<file path="src/rtl/loop_ctrl_pkg.sv">
// rtl/loop_ctrl_pkg.sv - shared types and defaults for the two-level loop sequencer
package loop_ctrl_pkg;

  // Default width of loop bounds and indices; bounds are inclusive maxima.
  localparam int LOOP_BIT_WIDTH = 5;

  typedef logic [LOOP_BIT_WIDTH-1:0] idx_t;

  typedef enum logic {
    LOOP_IDLE = 1'b0,
    LOOP_RUN  = 1'b1
  } loop_state_e;

endpackage

</file>
<file path="src/rtl/loop_ctrl_if.sv">
// rtl/loop_ctrl_if.sv - instruction and step handshake bundle for loop_ctrl
interface loop_ctrl_if
  import loop_ctrl_pkg::*;
#(
  parameter int BIT_WIDTH = LOOP_BIT_WIDTH
) ();

  // Instruction channel: one pair of inclusive loop bounds per transfer.
  logic                 inst_valid;
  logic                 inst_ready;
  logic [BIT_WIDTH-1:0] inst_inner_max;
  logic [BIT_WIDTH-1:0] inst_outer_max;

  // Step channel: one beat per inner iteration.
  logic                 step_valid;
  logic                 step_ready;
  logic [BIT_WIDTH-1:0] inner_idx;
  logic [BIT_WIDTH-1:0] outer_idx;
  logic                 step_last_inner;
  logic                 step_last;

  // Side that issues instructions and consumes steps.
  modport master (
    output inst_valid, inst_inner_max, inst_outer_max, step_ready,
    input  inst_ready, step_valid, inner_idx, outer_idx, step_last_inner, step_last
  );

  // Sequencer side.
  modport slave (
    input  inst_valid, inst_inner_max, inst_outer_max, step_ready,
    output inst_ready, step_valid, inner_idx, outer_idx, step_last_inner, step_last
  );

endinterface

</file>
<file path="src/rtl/loop_idx.sv">
// rtl/loop_idx.sv - index register that wraps to zero at an inclusive bound
module loop_idx
  import loop_ctrl_pkg::*;
#(
  parameter int BIT_WIDTH = LOOP_BIT_WIDTH
) (
  input  logic                 clk,
  input  logic                 rstn,
  input  logic                 clr,
  input  logic                 inc,
  input  logic [BIT_WIDTH-1:0] max_val,
  output logic [BIT_WIDTH-1:0] idx,
  output logic                 at_max
);

  // Equality only, so a bound of all-ones never needs a wider compare.
  assign at_max = (idx == max_val);

  // Clear beats increment; increment at the bound wraps instead of overflowing.
  always_ff @(posedge clk or negedge rstn) begin
    if (!rstn) begin
      idx <= '0;
    end else if (clr) begin
      idx <= '0;
    end else if (inc) begin
      idx <= at_max ? '0 : idx + 1'b1;
    end
  end

endmodule

</file>
<file path="src/rtl/loop_ctrl.sv">
// rtl/loop_ctrl.sv - two-level loop sequencer with handshaked instruction and step streams
module loop_ctrl
  import loop_ctrl_pkg::*;
#(
  parameter int BIT_WIDTH = LOOP_BIT_WIDTH
) (
  input  logic       clk,
  input  logic       rstn,
  input  logic       flush,
  loop_ctrl_if.slave lp,
  output logic       done,
  output logic       busy
);

  loop_state_e          state_q;
  loop_state_e          state_d;
  logic [BIT_WIDTH-1:0] inner_bound_q;
  logic [BIT_WIDTH-1:0] outer_bound_q;
  logic [BIT_WIDTH-1:0] inner_idx;
  logic [BIT_WIDTH-1:0] outer_idx;
  logic                 inner_at_max;
  logic                 outer_at_max;
  logic                 idx_clr;
  logic                 inner_inc;
  logic                 outer_inc;
  logic                 load;
  logic                 done_d;
  logic                 done_q;
  logic                 step_fire;

  assign step_fire = lp.step_valid && lp.step_ready;

  // Next state, handshake outputs and index controls; flush overrides everything.
  always_comb begin
    state_d       = state_q;
    idx_clr       = 1'b0;
    inner_inc     = 1'b0;
    outer_inc     = 1'b0;
    load          = 1'b0;
    done_d        = 1'b0;
    lp.inst_ready = 1'b0;
    lp.step_valid = 1'b0;
    case (state_q)
      LOOP_IDLE: begin
        // Not ready during flush so a flushed offer is never seen as accepted.
        lp.inst_ready = !flush;
        if (lp.inst_valid && !flush) begin
          load    = 1'b1;
          idx_clr = 1'b1;
          state_d = LOOP_RUN;
        end
      end
      LOOP_RUN: begin
        lp.step_valid = 1'b1;
        if (step_fire) begin
          inner_inc = 1'b1;
          outer_inc = inner_at_max;
          if (inner_at_max && outer_at_max) begin
            idx_clr = 1'b1;
            state_d = LOOP_IDLE;
            done_d  = 1'b1;
          end
        end
      end
      default: state_d = LOOP_IDLE;
    endcase
    if (flush) begin
      state_d   = LOOP_IDLE;
      idx_clr   = 1'b1;
      inner_inc = 1'b0;
      outer_inc = 1'b0;
      load      = 1'b0;
      done_d    = 1'b0;
    end
  end

  // State register and the registered completion pulse.
  always_ff @(posedge clk or negedge rstn) begin
    if (!rstn) begin
      state_q <= LOOP_IDLE;
      done_q  <= 1'b0;
    end else begin
      state_q <= state_d;
      done_q  <= done_d;
    end
  end

  // Bounds are captured only on accept so later input changes are ignored.
  always_ff @(posedge clk or negedge rstn) begin
    if (!rstn) begin
      inner_bound_q <= '0;
      outer_bound_q <= '0;
    end else if (load) begin
      inner_bound_q <= lp.inst_inner_max;
      outer_bound_q <= lp.inst_outer_max;
    end
  end

  loop_idx #(.BIT_WIDTH(BIT_WIDTH)) u_inner (
    .clk     (clk),
    .rstn    (rstn),
    .clr     (idx_clr),
    .inc     (inner_inc),
    .max_val (inner_bound_q),
    .idx     (inner_idx),
    .at_max  (inner_at_max)
  );

  loop_idx #(.BIT_WIDTH(BIT_WIDTH)) u_outer (
    .clk     (clk),
    .rstn    (rstn),
    .clr     (idx_clr),
    .inc     (outer_inc),
    .max_val (outer_bound_q),
    .idx     (outer_idx),
    .at_max  (outer_at_max)
  );

  assign lp.inner_idx       = inner_idx;
  assign lp.outer_idx       = outer_idx;
  assign lp.step_last_inner = lp.step_valid && inner_at_max;
  assign lp.step_last       = lp.step_valid && inner_at_max && outer_at_max;
  assign done               = done_q;
  assign busy               = (state_q != LOOP_IDLE);

endmodule

</file>
<file path="src/flat_wrapper.sv">
// flat-port wrapper written by rule: the top's interface ports become plain ports
module loop_ctrl_flat import loop_ctrl_pkg::*;
#(
  parameter int BIT_WIDTH = LOOP_BIT_WIDTH
)
  (clk, rstn, flush, done, busy, lp_inst_valid, lp_inst_inner_max, lp_inst_outer_max, lp_step_ready, lp_inst_ready, lp_step_valid, lp_inner_idx, lp_outer_idx, lp_step_last_inner, lp_step_last);
  loop_ctrl_if #(.BIT_WIDTH(BIT_WIDTH)) lp_i ();
  input  logic clk;
  input  logic rstn;
  input  logic flush;
  output logic done;
  output logic busy;
  input wire logic [$bits(lp_i.inst_valid)-1:0] lp_inst_valid;
  input wire logic [$bits(lp_i.inst_inner_max)-1:0] lp_inst_inner_max;
  input wire logic [$bits(lp_i.inst_outer_max)-1:0] lp_inst_outer_max;
  input wire logic [$bits(lp_i.step_ready)-1:0] lp_step_ready;
  output wire logic [$bits(lp_i.inst_ready)-1:0] lp_inst_ready;
  output wire logic [$bits(lp_i.step_valid)-1:0] lp_step_valid;
  output wire logic [$bits(lp_i.inner_idx)-1:0] lp_inner_idx;
  output wire logic [$bits(lp_i.outer_idx)-1:0] lp_outer_idx;
  output wire logic [$bits(lp_i.step_last_inner)-1:0] lp_step_last_inner;
  output wire logic [$bits(lp_i.step_last)-1:0] lp_step_last;
  assign lp_i.inst_valid = lp_inst_valid;
  assign lp_i.inst_inner_max = lp_inst_inner_max;
  assign lp_i.inst_outer_max = lp_inst_outer_max;
  assign lp_i.step_ready = lp_step_ready;
  assign lp_inst_ready = lp_i.inst_ready;
  assign lp_step_valid = lp_i.step_valid;
  assign lp_inner_idx = lp_i.inner_idx;
  assign lp_outer_idx = lp_i.outer_idx;
  assign lp_step_last_inner = lp_i.step_last_inner;
  assign lp_step_last = lp_i.step_last;
  loop_ctrl #(.BIT_WIDTH(BIT_WIDTH)) u_core (.clk(clk), .rstn(rstn), .flush(flush), .lp(lp_i), .done(done), .busy(busy));
endmodule
</file>
<file path="config.mk">
export PLATFORM = sky130hd
export DESIGN_NAME = loop_ctrl_flat
export DESIGN_NICKNAME = d
export VERILOG_FILES = /design/src/rtl/loop_ctrl_pkg.sv /design/src/rtl/loop_ctrl_if.sv /design/src/rtl/loop_idx.sv /design/src/rtl/loop_ctrl.sv /design/src/flat_wrapper.sv
export SDC_FILE = /design/constraint.sdc
export NUM_CORES = 1
export LEC_CHECK = 0
export ABC_CLOCK_PERIOD_IN_PS = 1950
export BUFFER_PORTS_ARGS = -buffer_cell sky130_fd_sc_hd__buf_2
export CAP_MARGIN = 20
export CORE_MARGIN = 2
export CORE_UTILIZATION = 25
export DETAILED_ROUTE_END_ITERATION = 12
export HOLD_SLACK_MARGIN = 0.05
export SLEW_MARGIN = 20
export SYNTH_ARGS = -nofsm -noshare
export SYNTH_HDL_FRONTEND = slang
export SYNTH_HIERARCHICAL = 1
export SYNTH_SLANG_ARGS = --single-unit
</file>
<file path="constraint.sdc">
create_clock -name clk -period 1.95 [get_ports clk]
set_input_delay 0.39 -clock clk [delete_from_list [all_inputs] [get_ports clk]]
set_output_delay 0.39 -clock clk [all_outputs]
set_load 0.01 [all_outputs]
</file>
==> impl_metrics.tcl <==
set metrics [dict create \
    drive_gt1_share_pct 58.3 \
    p_sw_mw 0.341 \
    yosys.cell_types.count 33 \
    cts_tree "built" \
    fmax_ghz 0.494 \
    drt-initial-drc-count 75 \
    synth_edf_count 0 \
    die_y_um 76.8 \
    synth_top_family_by_area "simple AND/OR/NAND/NOR gates" \
    grt_usage_pct 11.5 \
    crit_path_end_kind "output pin" \
    synth_mux_area_share_pct 14.3 \
    synthFlopType "dfrtp_1" \
    syn_nets 132 \
    cts.clk_slew.worst_paths_ns 0.08 \
    seq_area_um2 552 \
    post-route-period-util_pct 104 \
    synthArstFlopShare_pct 100 \
    cts.sinks 22 \
    worstSetupPathType "register to output pin" \
    grt_pass1_wl_um 5630 \
    synth_top_cell_by_area "dfrtp_1" \
    hpwl_um 2290 \
    netlist.area_leader.share_pct 41.5 \
    initial_utilization_pct 26.0 \
    ctsHoldBuffers 0 \
    detailroute.via_count 1142 \
    io_buffers 30 \
    violations "setup timing" \
    crit_fanout 4 \
    grt_start_max_net_pins 23 \
    required_ns 1.56 \
    syn_area_mm2 0.00133 \
    fin_ws_ns -0.0742 \
    hold_class "input port to asynchronous set/reset pin" \
    internal_power_mw 0.914 \
    rows 26 \
    cpMaxStageDelayCell "dfrtp_1" \
    fin_nets 205 \
    synth_compound_area_share_pct 15.2 \
    viasPerCell 4.44 \
    worst_pin_slew_ns 0.509 \
    pwr-share-seq_pct 43.5 \
    max_stage_delay_ns 0.41 \
    combPwrFrac_pct 30.8 \
    gr-total-overflow 0 \
    wirelength_um 3280 \
    root_buffer "clkbuf_8" \
    drv_slew 0 \
    p_clk_share_pct 25.7 \
    synth-adder-area-share_pct 1.89 \
    clk_latency_ns 0.25 \
    cp_cell_sequence "xor2_2, nor3_2, and2_4, buf_6, and3_4, buf_6" \
    hold_viol 0 \
    power.density_mw_per_mm2 621 \
    grt_pass1_vias 1263 \
    p_total_mw 1.25 \
    worstPathArrival_ns 1.63 \
    antenna_found_initial 0 \
    setup_viol 3 \
    ys_ff_latch 22 \
    drtPass1Iterations 4 \
    drc 0 \
    area_growth_pct 52.3 \
    p_sw_share_pct 27.2 \
    yosys.area_share.simple_pct 15.8 \
    htree_num_levels 1 \
    die-area_mm2 0.00590 \
    diodes 0 \
    cts-buffers-inserted 3 \
    die_w_um 76.8 \
    gp_congestion 0.752 \
    relSlewSlack_pct 66.1 \
    fillers 515 \
    clk_path_buf_depth 2 \
    synthCells 115 \
    wire_per_inst_um 12.8 \
    coreArea_mm2 0.00511 \
    synthTopCellsByArea "dfrtp_1, mux2_4, xor2_1, mux2i_1, a311oi_1" \
    grt_setup_unrepaired "yes" \
    leakage_nw 1.01 \
    ys_warn_count 6 \
    period_minus_slack_ns 2.02 \
    cpMostUsedCell "buf_6" \
    status "finished, violations left" \
    max_cap_viol_count 0 \
    yosys.area_share.xor_xnor_pct 7.74 \
    ant_nets 0 \
    cp-start-kind "register" \
    pre_cts_ws_ns -0.0920 \
    multiInputGateArea_um2 832 \
    vdd_drop_max_uv 336 \
    clock-skew-final_ns 0.00134 \
    holdWs_ns 0.0929 \
    seq_area_frac_synth_pct 41.5 \
    avgSynthCellArea_um2 11.5 \
    pin_count 31 \
]
[cell usage in the layout (no fill, tap or decap), types with 5 or more instances in the layout]
cell type	netlist	final
mux2_4	10	10
xor2_2	2	8
dfrtp_1	22	21
buf_4	1	40
inv_1	5	5
buf_2	2	28
[power by group through the flow]
stage | logic [mW] | clock network [mW] | registers (mW)
2_1_floorplan | 0.163 | 0 | 0.544
3_3_place_gp | 0.325 | 0 | 0.548
3_5_place_dp | 0.328 | 0 | 0.549
4_1_cts | 0.354 | 0.334 | 0.540
5_1_grt | 0.419 | 0.361 | 0.551
6_report | 0.387 | 0.322 | 0.546
[state kept, by name (all words and copies together) (netlist names)]
register,count
u_core/inner_bound_q,5
u_core/done,1
u_core/u_outer/idx,5
u_core/busy,1
u_core/u_inner/idx,5
u_core/outer_bound_q,5
[layout make-up]
type                    instances  share of cell area, %
repair buffers                 71                   23.5
multi-input cells              85                   41.2
inverters                       5                  0.929
well taps                      70                   4.34
clock buffers                   4                   2.73
flip-flops and latches         22                   27.3
[synth_stat cells, drive strengths merged, types with 3 or more instances]
cell	n
dfrtp	22
mux2	10
xor2	10
inv	5
o21ai	5
a311oi	4
and2	4
buf	4
mux2i	4
nand2	4
nand3	4
o21bai	4
o311ai	4
o31ai	4
or2b	4
and3b	3
nor2	3
nor3b	3
[critical path, delay by kind of cell (launching register included)]
kind	cells	cell delay, ns
xor gates and xnor gates	1	0.20
and+or+nand+nor	3	0.58
buffers and inverters	2	0.19
DFF	1	0.41
[cells by family (layout without fill, tap and decap cells)]
| group | after synthesis | count (layout) |
|---|---|---|
| AO/OA/AOI/OAI | 27 | 28 |
| buffers and inverters | 9 | 80 |
| XOR/XNOR | 10 | 10 |
| multiplexers | 14 | 14 |
| flip-flops | 22 | 22 |
| AND/OR/NAND/NOR | 31 | 31 |
| adder cells (fa/ha/maj) | 2 | 2 |
[timing repair]
action	in CTS	in global routing
gates cloned	0	1
endpoints found under the setup margin	7	12
pin swaps	2	5
buffers inserted	5	3
resized for setup	10	12
[per-stage QoR]
step	setup TNS (ns)	util (%)	area, um2	cells
floorplan	0	-	1350	115
global placement	-0.147	35.3	1800	244
detailed placement	-0.335	35.3	1800	244
CTS	-0.108	38.0	1940	253
global route	-0.686	39.5	2020	257
finish	-0.112	39.5	2020	257
[path summary, 6_finish.rpt]
kind	from	end	slack [ns]	cells past startpoint
worst max-delay path	u_core/inner_bound_q[4]$_DFFE_PN0P_	lp_step_last	-0.07	6
worst min register to register	u_core/inner_bound_q[1]$_DFFE_PN0P_	u_core/inner_bound_q[1]$_DFFE_PN0P_	0.53	1
max in group asynchronous	rstn	u_core/u_inner/idx[4]$_DFFE_PN0P_	1.48	1
worst max register to register	u_core/u_outer/idx[2]$_DFFE_PN0P_	u_core/u_inner/idx[4]$_DFFE_PN0P_	0	8
min in group clk	lp_inst_inner_max[1]	u_core/inner_bound_q[1]$_DFFE_PN0P_	0.36	2
worst min-delay path	rstn	u_core/u_inner/idx[2]$_DFFE_PN0P_	0.09	1
[metal layers]
| layer | global-route usage [%] | vias up | routed length (um) |
|---|---|---|---|
| met3 | 1.88 | 4 | 131 |
| met5 | 0 | - | 0 |
| li1 | - | 570 | - |
| met4 | 2.36 | 0 | 24 |
| met2 | 20.4 | 28 | 1620 |
| met1 | 14.8 | 540 | 1510 |
No activity file was read; power rests on OpenSTA's default activity.
